`config.mk`:
```
export PLATFORM = sky130hd
export DESIGN_NAME = result_bus_arb_flat
export DESIGN_NICKNAME = d
export VERILOG_FILES = /design/src/rtl/result_bus_arb_pkg.sv /design/src/rtl/result_bus_arb_if.sv /design/src/rtl/result_bus_arb_src_fifo.sv /design/src/rtl/result_bus_arb.sv /design/src/flat_wrapper.sv
export SDC_FILE = /design/constraint.sdc
export NUM_CORES = 1
export LEC_CHECK = 0
export CAP_MARGIN = 10
export CELL_PAD_IN_SITES_DETAIL_PLACEMENT = 2
export CELL_PAD_IN_SITES_GLOBAL_PLACEMENT = 2
export CORE_UTILIZATION = 25
export CTS_CLUSTER_SIZE = 16
export DETAILED_ROUTE_END_ITERATION = 8
export DONT_BUFFER_PORTS = 1
export PLACE_DENSITY = 0.55
export SYNTH_ARGS = -nofsm -noshare
export SYNTH_HDL_FRONTEND = slang
export SYNTH_HIERARCHICAL = 1
export SYNTH_SLANG_ARGS = --single-unit
```
`constraint.sdc`:
```
create_clock -name clk -period 3.29 [get_ports clk]
set_input_delay 0.658 -clock clk [delete_from_list [all_inputs] [get_ports clk]]
set_output_delay 0.658 -clock clk [all_outputs]
set_load 0.05 [all_outputs]
```
`src/rtl/result_bus_arb_pkg.sv`:
```
// Shared constants, source encoding and the arbitration helper for the result bus driver.
// Default widths live here as macros so every file of this slice agrees on them.
`ifndef DATA_WIDTH
`define DATA_WIDTH 32
`endif
`ifndef RB_DEPTH
`define RB_DEPTH 2
`endif
`ifndef RB_SRC_ALU
`define RB_SRC_ALU 0
`endif
`ifndef RB_SRC_LSU
`define RB_SRC_LSU 1
`endif

package result_bus_arb_pkg;

    typedef enum logic {
        SRC_ALU = 1'(`RB_SRC_ALU),
        SRC_LSU = 1'(`RB_SRC_LSU)
    } src_e;

    // Returns {grant1, grant0}; prefer0 only matters when both sources compete.
    function automatic logic [1:0] arbitrate(input logic cand0, input logic cand1,
                                             input logic prefer0);
        logic [1:0] grant;
        grant = 2'b00;
        if (cand0 && cand1) begin
            grant = prefer0 ? 2'b01 : 2'b10;
        end else begin
            grant = {cand1, cand0};
        end
        return grant;
    endfunction

endpackage

```
`src/rtl/result_bus_arb_if.sv`:
```
// Handshake and result-bus signal bundle between the two execution sources and the bus driver.
interface result_bus_arb_if #(
    parameter int DATA_WIDTH = `DATA_WIDTH
);
    logic                  i_src0_valid;
    logic [DATA_WIDTH-1:0] i_src0_data;
    logic                  o_src0_ready;
    logic                  i_src1_valid;
    logic [DATA_WIDTH-1:0] i_src1_data;
    logic                  o_src1_ready;
    logic                  i_bus_stall;
    logic [DATA_WIDTH-1:0] o_raw_bus_0;
    logic [DATA_WIDTH-1:0] o_raw_bus_1;
    logic                  o_raw_bus_0_ren;
    logic                  o_raw_bus_1_ren;

    modport slave (
        input  i_src0_valid, i_src0_data, i_src1_valid, i_src1_data, i_bus_stall,
        output o_src0_ready, o_src1_ready, o_raw_bus_0, o_raw_bus_1,
               o_raw_bus_0_ren, o_raw_bus_1_ren
    );

    modport master (
        output i_src0_valid, i_src0_data, i_src1_valid, i_src1_data, i_bus_stall,
        input  o_src0_ready, o_src1_ready, o_raw_bus_0, o_raw_bus_1,
               o_raw_bus_0_ren, o_raw_bus_1_ren
    );
endinterface

```
`src/rtl/result_bus_arb_src_fifo.sv`:
```
// rb_src_fifo: DEPTH-entry circular buffer holding one source's results until granted.
// DEPTH must be a power of two so the pointers wrap for free.
module rb_src_fifo #(
    parameter int DATA_WIDTH = 32,
    parameter int DEPTH      = 2
) (
    input  logic                  clk,
    input  logic                  rst,
    input  logic                  push,
    input  logic [DATA_WIDTH-1:0] push_data,
    input  logic                  pop,
    output logic                  full,
    output logic                  empty,
    output logic [DATA_WIDTH-1:0] head
);
    localparam int AW = $clog2(DEPTH);
    localparam logic [AW-1:0] PTR_ONE  = AW'(1);
    localparam logic [AW:0]   CNT_ONE  = (AW + 1)'(1);
    localparam logic [AW:0]   CNT_FULL = (AW + 1)'(DEPTH);

    logic [DATA_WIDTH-1:0] mem [DEPTH];
    logic [AW-1:0]         wr_ptr;
    logic [AW-1:0]         rd_ptr;
    logic [AW:0]           count;

    always_ff @(posedge clk) begin
        if (push) begin
            mem[wr_ptr] <= push_data;
        end
    end

    always_ff @(posedge clk) begin
        if (rst) begin
            wr_ptr <= '0;
            rd_ptr <= '0;
            count  <= '0;
        end else begin
            if (push) wr_ptr <= wr_ptr + PTR_ONE;
            if (pop)  rd_ptr <= rd_ptr + PTR_ONE;
            case ({push, pop})
                2'b10:   count <= count + CNT_ONE;
                2'b01:   count <= count - CNT_ONE;
                default: count <= count;
            endcase
        end
    end

    assign full  = (count == CNT_FULL);
    assign empty = (count == '0);
    assign head  = mem[rd_ptr];
endmodule

```
`src/rtl/result_bus_arb.sv`:
```
// result_bus_arb: buffers ALU and LSU results and grants at most one lane per cycle onto the bus.
// Define RESULT_BUS_ARB_FIXED_PRIO_EN to make the ALU always win contention (round-robin otherwise).
module result_bus_arb
    import result_bus_arb_pkg::*;
#(
    parameter int DATA_WIDTH = `DATA_WIDTH,
    parameter int DEPTH      = `RB_DEPTH
) (
    input logic             clk,
    input logic             rst_n,
    result_bus_arb_if.slave bus
);
    logic                  ready0, ready1;
    logic                  push0, push1;
    logic                  full0, full1;
    logic                  empty0, empty1;
    logic                  grant0, grant1;
    logic                  prefer0;
    logic [DATA_WIDTH-1:0] head0, head1;
    logic [DATA_WIDTH-1:0] lane0_q, lane1_q;
    logic                  ren0_q, ren1_q;

    // Ready looks only at registered occupancy, so a same-cycle pop never opens the door early.
    assign ready0 = !rst_n && !full0;
    assign ready1 = !rst_n && !full1;
    assign push0  = bus.i_src0_valid && ready0;
    assign push1  = bus.i_src1_valid && ready1;

    rb_src_fifo #(.DATA_WIDTH(DATA_WIDTH), .DEPTH(DEPTH)) u_fifo_alu (
        .clk(clk), .rst(rst_n), .push(push0), .push_data(bus.i_src0_data),
        .pop(grant0), .full(full0), .empty(empty0), .head(head0)
    );

    rb_src_fifo #(.DATA_WIDTH(DATA_WIDTH), .DEPTH(DEPTH)) u_fifo_lsu (
        .clk(clk), .rst(rst_n), .push(push1), .push_data(bus.i_src1_data),
        .pop(grant1), .full(full1), .empty(empty1), .head(head1)
    );

`ifdef RESULT_BUS_ARB_FIXED_PRIO_EN
    assign prefer0 = 1'b1;
`else
    src_e rr;

    assign prefer0 = (rr == SRC_ALU);

    // The pointer only moves when both sources actually competed for the bus.
    always_ff @(posedge clk) begin
        if (rst_n) begin
            rr <= SRC_ALU;
        end else if ((grant0 || grant1) && !empty0 && !empty1) begin
            rr <= (rr == SRC_ALU) ? SRC_LSU : SRC_ALU;
        end
    end
`endif

    always_comb begin
        {grant1, grant0} = 2'b00;
        if (!bus.i_bus_stall) begin
            {grant1, grant0} = arbitrate(!empty0, !empty1, prefer0);
        end
    end

    // Losing or idle lanes keep their last word; only the enables drop.
    always_ff @(posedge clk) begin
        if (rst_n) begin
            ren0_q  <= 1'b0;
            ren1_q  <= 1'b0;
            lane0_q <= '0;
            lane1_q <= '0;
        end else begin
            ren0_q <= grant0;
            ren1_q <= grant1;
            if (grant0) lane0_q <= head0;
            if (grant1) lane1_q <= head1;
        end
    end

    assign bus.o_src0_ready    = ready0;
    assign bus.o_src1_ready    = ready1;
    assign bus.o_raw_bus_0     = lane0_q;
    assign bus.o_raw_bus_1     = lane1_q;
    assign bus.o_raw_bus_0_ren = ren0_q;
    assign bus.o_raw_bus_1_ren = ren1_q;
endmodule

```
`src/flat_wrapper.sv`:
```
// flat-port wrapper written by rule: the top's interface ports become plain ports
module result_bus_arb_flat import result_bus_arb_pkg::*;
#(
    parameter int DATA_WIDTH = `DATA_WIDTH,
    parameter int DEPTH      = `RB_DEPTH
)
  (clk, rst_n, bus_i_src0_valid, bus_i_src0_data, bus_i_src1_valid, bus_i_src1_data, bus_i_bus_stall, bus_o_src0_ready, bus_o_src1_ready, bus_o_raw_bus_0, bus_o_raw_bus_1, bus_o_raw_bus_0_ren, bus_o_raw_bus_1_ren);
  result_bus_arb_if #(.DATA_WIDTH(DATA_WIDTH)) bus_i ();
  input logic clk;
  input logic rst_n;
  input wire logic [$bits(bus_i.i_src0_valid)-1:0] bus_i_src0_valid;
  input wire logic [$bits(bus_i.i_src0_data)-1:0] bus_i_src0_data;
  input wire logic [$bits(bus_i.i_src1_valid)-1:0] bus_i_src1_valid;
  input wire logic [$bits(bus_i.i_src1_data)-1:0] bus_i_src1_data;
  input wire logic [$bits(bus_i.i_bus_stall)-1:0] bus_i_bus_stall;
  output wire logic [$bits(bus_i.o_src0_ready)-1:0] bus_o_src0_ready;
  output wire logic [$bits(bus_i.o_src1_ready)-1:0] bus_o_src1_ready;
  output wire logic [$bits(bus_i.o_raw_bus_0)-1:0] bus_o_raw_bus_0;
  output wire logic [$bits(bus_i.o_raw_bus_1)-1:0] bus_o_raw_bus_1;
  output wire logic [$bits(bus_i.o_raw_bus_0_ren)-1:0] bus_o_raw_bus_0_ren;
  output wire logic [$bits(bus_i.o_raw_bus_1_ren)-1:0] bus_o_raw_bus_1_ren;
  assign bus_i.i_src0_valid = bus_i_src0_valid;
  assign bus_i.i_src0_data = bus_i_src0_data;
  assign bus_i.i_src1_valid = bus_i_src1_valid;
  assign bus_i.i_src1_data = bus_i_src1_data;
  assign bus_i.i_bus_stall = bus_i_bus_stall;
  assign bus_o_src0_ready = bus_i.o_src0_ready;
  assign bus_o_src1_ready = bus_i.o_src1_ready;
  assign bus_o_raw_bus_0 = bus_i.o_raw_bus_0;
  assign bus_o_raw_bus_1 = bus_i.o_raw_bus_1;
  assign bus_o_raw_bus_0_ren = bus_i.o_raw_bus_0_ren;
  assign bus_o_raw_bus_1_ren = bus_i.o_raw_bus_1_ren;
  result_bus_arb #(.DATA_WIDTH(DATA_WIDTH), .DEPTH(DEPTH)) u_core (.clk(clk), .rst_n(rst_n), .bus(bus_i));
endmodule
```
After elaboration in Yosys (flattened, before gate mapping) --
Memory sizes are Yosys's and may differ from the RTL's. A register that Yosys moved wholly into a read port is not among the register bits. Cells that the tools add are included.
Word-level totals: bits in registers 11, RAM bits 128, input port bits 69, output and inout bits 68, logic and storage cells 53, memories kept 2
Memories:
- u_core.u_fifo_alu.mem | depth 2, width 32, rd ports 1, clocked after Yosys merged registers in 1, write ports 1, RTL line result_bus_arb_src_fifo.sv:21 | logic [DATA_WIDTH-1:0] mem [DEPTH];
- u_core.u_fifo_lsu.mem | depth 2, width 32, rd ports 1, clocked after Yosys merged registers in 1, write ports 1, RTL line result_bus_arb_src_fifo.sv:21
Operators by class: $add $sub $neg 8, equality and inequality tests 6, multiplexer cells 11, reduce and logical (&&, ||, !) cells 17
Operators with widths (count):
- $eq A2 B2 Y1 const B | 4
- $pmux W2 S2 | 2
- $logic_and A1 B1 Y1 | 7
- $mux W1 | 7
- $logic_not A1 Y1 | 5
- $add A1 B1 Y1 const B | 4
- $add A2 B1 Y2 const B | 2
- $eq A2 B1 Y1 const B | 2
- $logic_not A2 Y1 | 2
- $mux W2 | 2
- $reduce_bool A2 Y1 | 2
- $sub A2 B1 Y2 const B | 2
- $logic_or A1 B1 Y1 | 1

Logic depth before layout (Yosys ltp) --
word-level depth 8, depth in mapped cells 9, depth with buffers taken out 8

By module --
The synthesis kept the hierarchy.
By module, submodules not included:
- rb_src_fifo | times used 2, cells an instance 122, area each 2513.7 um2, sequential area each 2021.9 um2
- result_bus_arb | times used 1, cells an instance 292, area each 2996.6 um2, sequential area each 1341.3 um2

Least setup slack after synthesis --
Ideal clock, no wire load.
path type input port to flip-flop, start input port rst_n, end memory u_core.u_fifo_alu.mem[0][0] (enable), arrival time 3.398 ns, data required time 2.869 ns, slack -0.529 ns, cell stages on the path 6, path buffers 2, path through clkbuf_1 clkbuf_1 nor2_1 and2_1 inv_1 nor2_1
Between the ends: word-level cells in the longest chain between the ends 5
Ends and longest elaborated chain:
- start, declared | RTL line flat_wrapper.sv:10 | input logic rst_n;
- $logic_not A1 Y1 | RTL line result_bus_arb.sv:24 | assign ready0 = !rst_n && !full0;
- $logic_and A1 B1 Y1 | RTL line result_bus_arb.sv:24
- via bus_o_src0_ready | RTL line flat_wrapper.sv:16 | output wire logic [$bits(bus_i.o_src0_ready)-1:0] bus_o_src0_ready;
- $logic_and A1 B1 Y1 | RTL line result_bus_arb.sv:26 | assign push0 = bus.i_src0_valid && ready0;
- via u_core.push0 | RTL line result_bus_arb.sv:14 | logic push0, push1;
- $mux W1 | RTL line result_bus_arb_src_fifo.sv:27 | if (push) begin
- $mux W1 (not written as such) | RTL line result_bus_arb_src_fifo.sv:28 | mem[wr_ptr] <= push_data;
- end, declared | RTL line result_bus_arb_src_fifo.sv:21
The timed path passes the listed nets, and every way through them passes these cells.

Worst setup path in the final report --
start register u_core.u_fifo_lsu.count[0], end memory u_core.u_fifo_lsu.mem[1][2] (enable)
Between the ends: word-level cells in the longest chain between the ends 6
Ends and longest elaborated chain:
- start, declared | RTL line result_bus_arb_src_fifo.sv:24 | logic [AW:0] count;
- start signal, assigned | RTL line result_bus_arb_src_fifo.sv:41 | 2'b10: count <= count + CNT_ONE;
- start signal, assigned | RTL line result_bus_arb_src_fifo.sv:42 | 2'b01: count <= count - CNT_ONE;
- start signal, assigned | RTL line result_bus_arb_src_fifo.sv:43 | default: count <= count;
- $eq A2 B2 Y1 | RTL line result_bus_arb_src_fifo.sv:48 | assign full = (count == CNT_FULL);
- via u_core.full1 | RTL line result_bus_arb.sv:15 | logic full0, full1;
- $logic_not A1 Y1 | RTL line result_bus_arb.sv:25 | assign ready1 = !rst_n && !full1;
- $logic_and A1 B1 Y1 | RTL line result_bus_arb.sv:25
- $logic_and A1 B1 Y1 | RTL line result_bus_arb.sv:27 | assign push1 = bus.i_src1_valid && ready1;
- via u_core.push1 | RTL line result_bus_arb.sv:14
- $mux W1 | RTL line result_bus_arb_src_fifo.sv:27
- $mux W1 (not written as such) | RTL line result_bus_arb_src_fifo.sv:28
- end, declared | RTL line result_bus_arb_src_fifo.sv:21
The timed path passes the listed nets, and every way through them passes these cells.

==> impl_metrics.yaml <==
outcome:
  outcome: "completed"
worst_setup_path:
  worst-setup-path-type: "reg2reg"
  cp.arrival_ns: 2.41
  crit_path_end: "u_core/u_fifo_lsu/mem[1][2]$_DFFE_PP_"
  crit_chain: "and2b_2 > nor2_1 > buf_4 > and2_1 > and2_2"
  path_max_fanout: 32
  crit_cells: 5
  ff2ff_path_depth: 5
  reg2reg_slack_ns: 1.02
  critical_path_buf_inv_count: 1
  timing.rr.end: "u_core/u_fifo_lsu/mem[1][2]$_DFFE_PP_"
  start_kind: "flop"
  slowest_stage: "and2_2"
  endpoint_kind: "flop"
  startpoint: "u_core/u_fifo_lsu/count[0]$_SDFFE_PP0P_"
  r2r-start: "u_core/u_fifo_lsu/count[0]$_SDFFE_PP0P_"
  cp_top_family: "simple AND/OR/NAND/NOR gates"
  max_stage_delay_ns: 0.73
  worstPathRequired_ns: 3.43
drt:
  met1Wirelength_mm: 6.62
  drtIter0Drc: 107
  vias_per_cell: 4.20
  ant_nets: 0
  wire_per_inst_um: 17.9
  firstDrtPassIters: 3
  num_vias: 4027
  drc_errors: 0
  dr_wl_met3_mm: 1.76
  top_layer_used: "met4"
  totalWireLength_mm: 17.2
  wl_met2_mm: 8.43
synthesis:
  syn_area_um2: 8020
  yosysWarningCount: 6
  synth_cell_types: 25
  netlist_instances: 536
  synth.avg_cell_area_um2: 15.0
  ys_seq_area_frac: 0.671
  synth_nets: 607
  ys_ff_latch: 205
power:
  clock_power_share: 0.357
  p_int_mw: 5.32
  peakVddDrop_v: 0.000307
  power.share.sequential: 0.507
  combPwrFrac: 0.137
  power_leakage_nw: 2.99
  p_sw_mw: 2.40
  p_sw_frac: 0.311
  powerDensity_nw_per_um2: 835
  p_total_mw: 7.72
flow_run:
  maxCapViolations: 0
clocking:
  cts_resized: 0
  htreeDepth: 1
  cts_buffer_depth: 3
  insertion_delay_ns: 0.51
  holdBufCountCts: 0
  post-cts-setup-buffers: 0
  cts_tree: "yes"
  cts_buffers: 24
  cts_sinks: 205
  clkTransAtPathRegs_ns: 0.06
  root_buffer: "clkbuf_16"
layout:
  drive_above_1_share: 0.205
  stdcell_area_um2: 9240
  antenna_cells: 0
  fillCellCount: 3290
  stdcell_count: 959
  regArea_um2: 5390
  nets: 611
  most-common-layout-cells: "nand2b_1 (128), edfxtp_1 (128), dfxtp_1 (75)"
  syn_to_final_growth_pct: 15.2
  final_util: 0.293
  multi_input_area_um2: 2470
timing:
  fin_crit_ns: 2.27
  setup_tns_ns: 0
  max_freq_ghz: 0.440
  drv_slew: 0
  setup_viol: 0
  timing.final.ws_setup_ns: 1.02
  worst_pin_slew_ns: 0.854
  period_share: 0.690
  skew_ns: 0.00551
  hold_viol: 0
  rsz0062_at_grt: "no"
  hold_slack_ns: 0.219
  worst_slew_margin_rel: 0.431
global_routing:
  antenna_found_initial: 0
  grt.overflow.total: 0
  track_usage: 0.105
  grt_pass1_wl_mm: 26.7
  grt_max_degree: 144
  grt_pass1_vias: 4624
place:
  io_buffers: 0
  hpwl_mm: 10.7
  pre_cts_slack_ns: 0.920
  place_area_um2: 8420
  gp_congestion: 0.663
  dp_cells: 916
floorplan:
  core_um2: 31600
  chipHeight_um: 181
  rows: 65
  dieArea_um2: 32800
  die_w_um: 181
  ioPinCount: 137
  initial_core_util: 0.254
hold_path:
  hold_path_class: "in2reg"
cell families after synthesis:
kind of cell / Yosys count / share of synthesized area
flip-flops: 205 / 0.671
AND/OR/NAND/NOR: 156 / 0.118
XOR/XNOR: 9 / 0.00982
multiplexers: 128 / 0.170
buffers and inverters: 31 / 0.0229
AO/OA/AOI/OAI: 5 / 0.00499
adder cells (fa/ha/maj): 2 / 0.00312
area by class of cell:
cell class	count	share of cell area
clock buffers	30	0.0697
clock inverters	13	0.0192
inverters	3	0.00122
multi-input cells	300	0.268
flip-flops and latches	205	0.583
well taps	402	0.0544
repair buffers	6	0.00487
worst min-delay path by stage:
stage | depth (start not counted) | endpoint | start | slack (ns)
floorplan | 2 | u_core/u_fifo_alu/count[1]$_SDFFE_PP0P_ | u_core/u_fifo_alu/count[1]$_SDFFE_PP0P_ | 0.46
global placement | 2 | u_core/u_fifo_lsu/count[1]$_SDFFE_PP0P_ | u_core/u_fifo_lsu/count[1]$_SDFFE_PP0P_ | 0.47
detailed placement | 2 | u_core/u_fifo_lsu/count[1]$_SDFFE_PP0P_ | u_core/u_fifo_lsu/count[1]$_SDFFE_PP0P_ | 0.50
CTS | 1 | u_core/bus.o_raw_bus_1_ren$_SDFF_PP0_ | bus_i_bus_stall | 0.18
global route | 1 | u_core/bus.o_raw_bus_1_ren$_SDFF_PP0_ | bus_i_bus_stall | 0.19
finish | 1 | u_core/bus.o_raw_bus_1_ren$_SDFF_PP0_ | bus_i_bus_stall | 0.22
cells in the mapped netlist:
library cell / n / area (um2)
nand2b_1: 128 / 801
buf_4: 9 / 67.6
and2_1: 4 / 25.0
a211oi_4: 1 / 20.0
nor3_1: 1 / 5.00
xor2_1: 2 / 17.5
xnor2_1: 7 / 61.3
buf_8: 3 / 45.0
o21ai_0: 2 / 10.0
mux2i_1: 64 / 641
nor4_1: 1 / 6.26
nor3_4: 1 / 16.3
clkbuf_1: 16 / 60.1
nor2_1: 16 / 60.1
mux2_1: 4 / 45.0
inv_2: 1 / 3.75
nor2b_1: 1 / 6.26
and2b_2: 2 / 17.5
ha_1: 2 / 25.0
edfxtp_1: 128 / 3840
or3_1: 2 / 12.5
dfxtp_1: 77 / 1540
mux2_2: 60 / 676
a21oi_1: 2 / 10.0
inv_1: 2 / 7.51
registers in the layout, summed over array words and instances (netlist names), named ones only:
register,cells
u_core/bus.o_raw_bus_0,32
u_core/bus.o_raw_bus_0_ren,1
u_core/bus.o_raw_bus_1,32
u_core/bus.o_raw_bus_1_ren,1
u_core/rr,1
u_core/u_fifo_alu/count,2
u_core/u_fifo_alu/mem,64
u_core/u_fifo_alu/rd_ptr,1
u_core/u_fifo_alu/wr_ptr,1
u_core/u_fifo_lsu/count,2
u_core/u_fifo_lsu/mem,64
u_core/u_fifo_lsu/rd_ptr,1
u_core/u_fifo_lsu/wr_ptr,1
power by group through the flow:
| stage | registers, mW | logic (mW) | clock network (mW) |
|---|---|---|---|
| 2_1_floorplan | 3.79 | 1.05 | 0 |
| 3_3_place_gp | 3.96 | 1.03 | 0 |
| 3_5_place_dp | 3.98 | 1.07 | 0 |
| 4_1_cts | 3.93 | 1.09 | 2.86 |
| 5_1_grt | 3.96 | 1.17 | 2.94 |
| 6_report | 3.91 | 1.06 | 2.75 |
routing by layer:
metal  GRT usage  vias to the layer above
met5           0                        -
met4      0.0292                        0
met3      0.0486                       25
met2       0.181                      117
met1       0.114                     1994
li1            -                     1891
No activity file was read; power rests on OpenSTA's default activity.
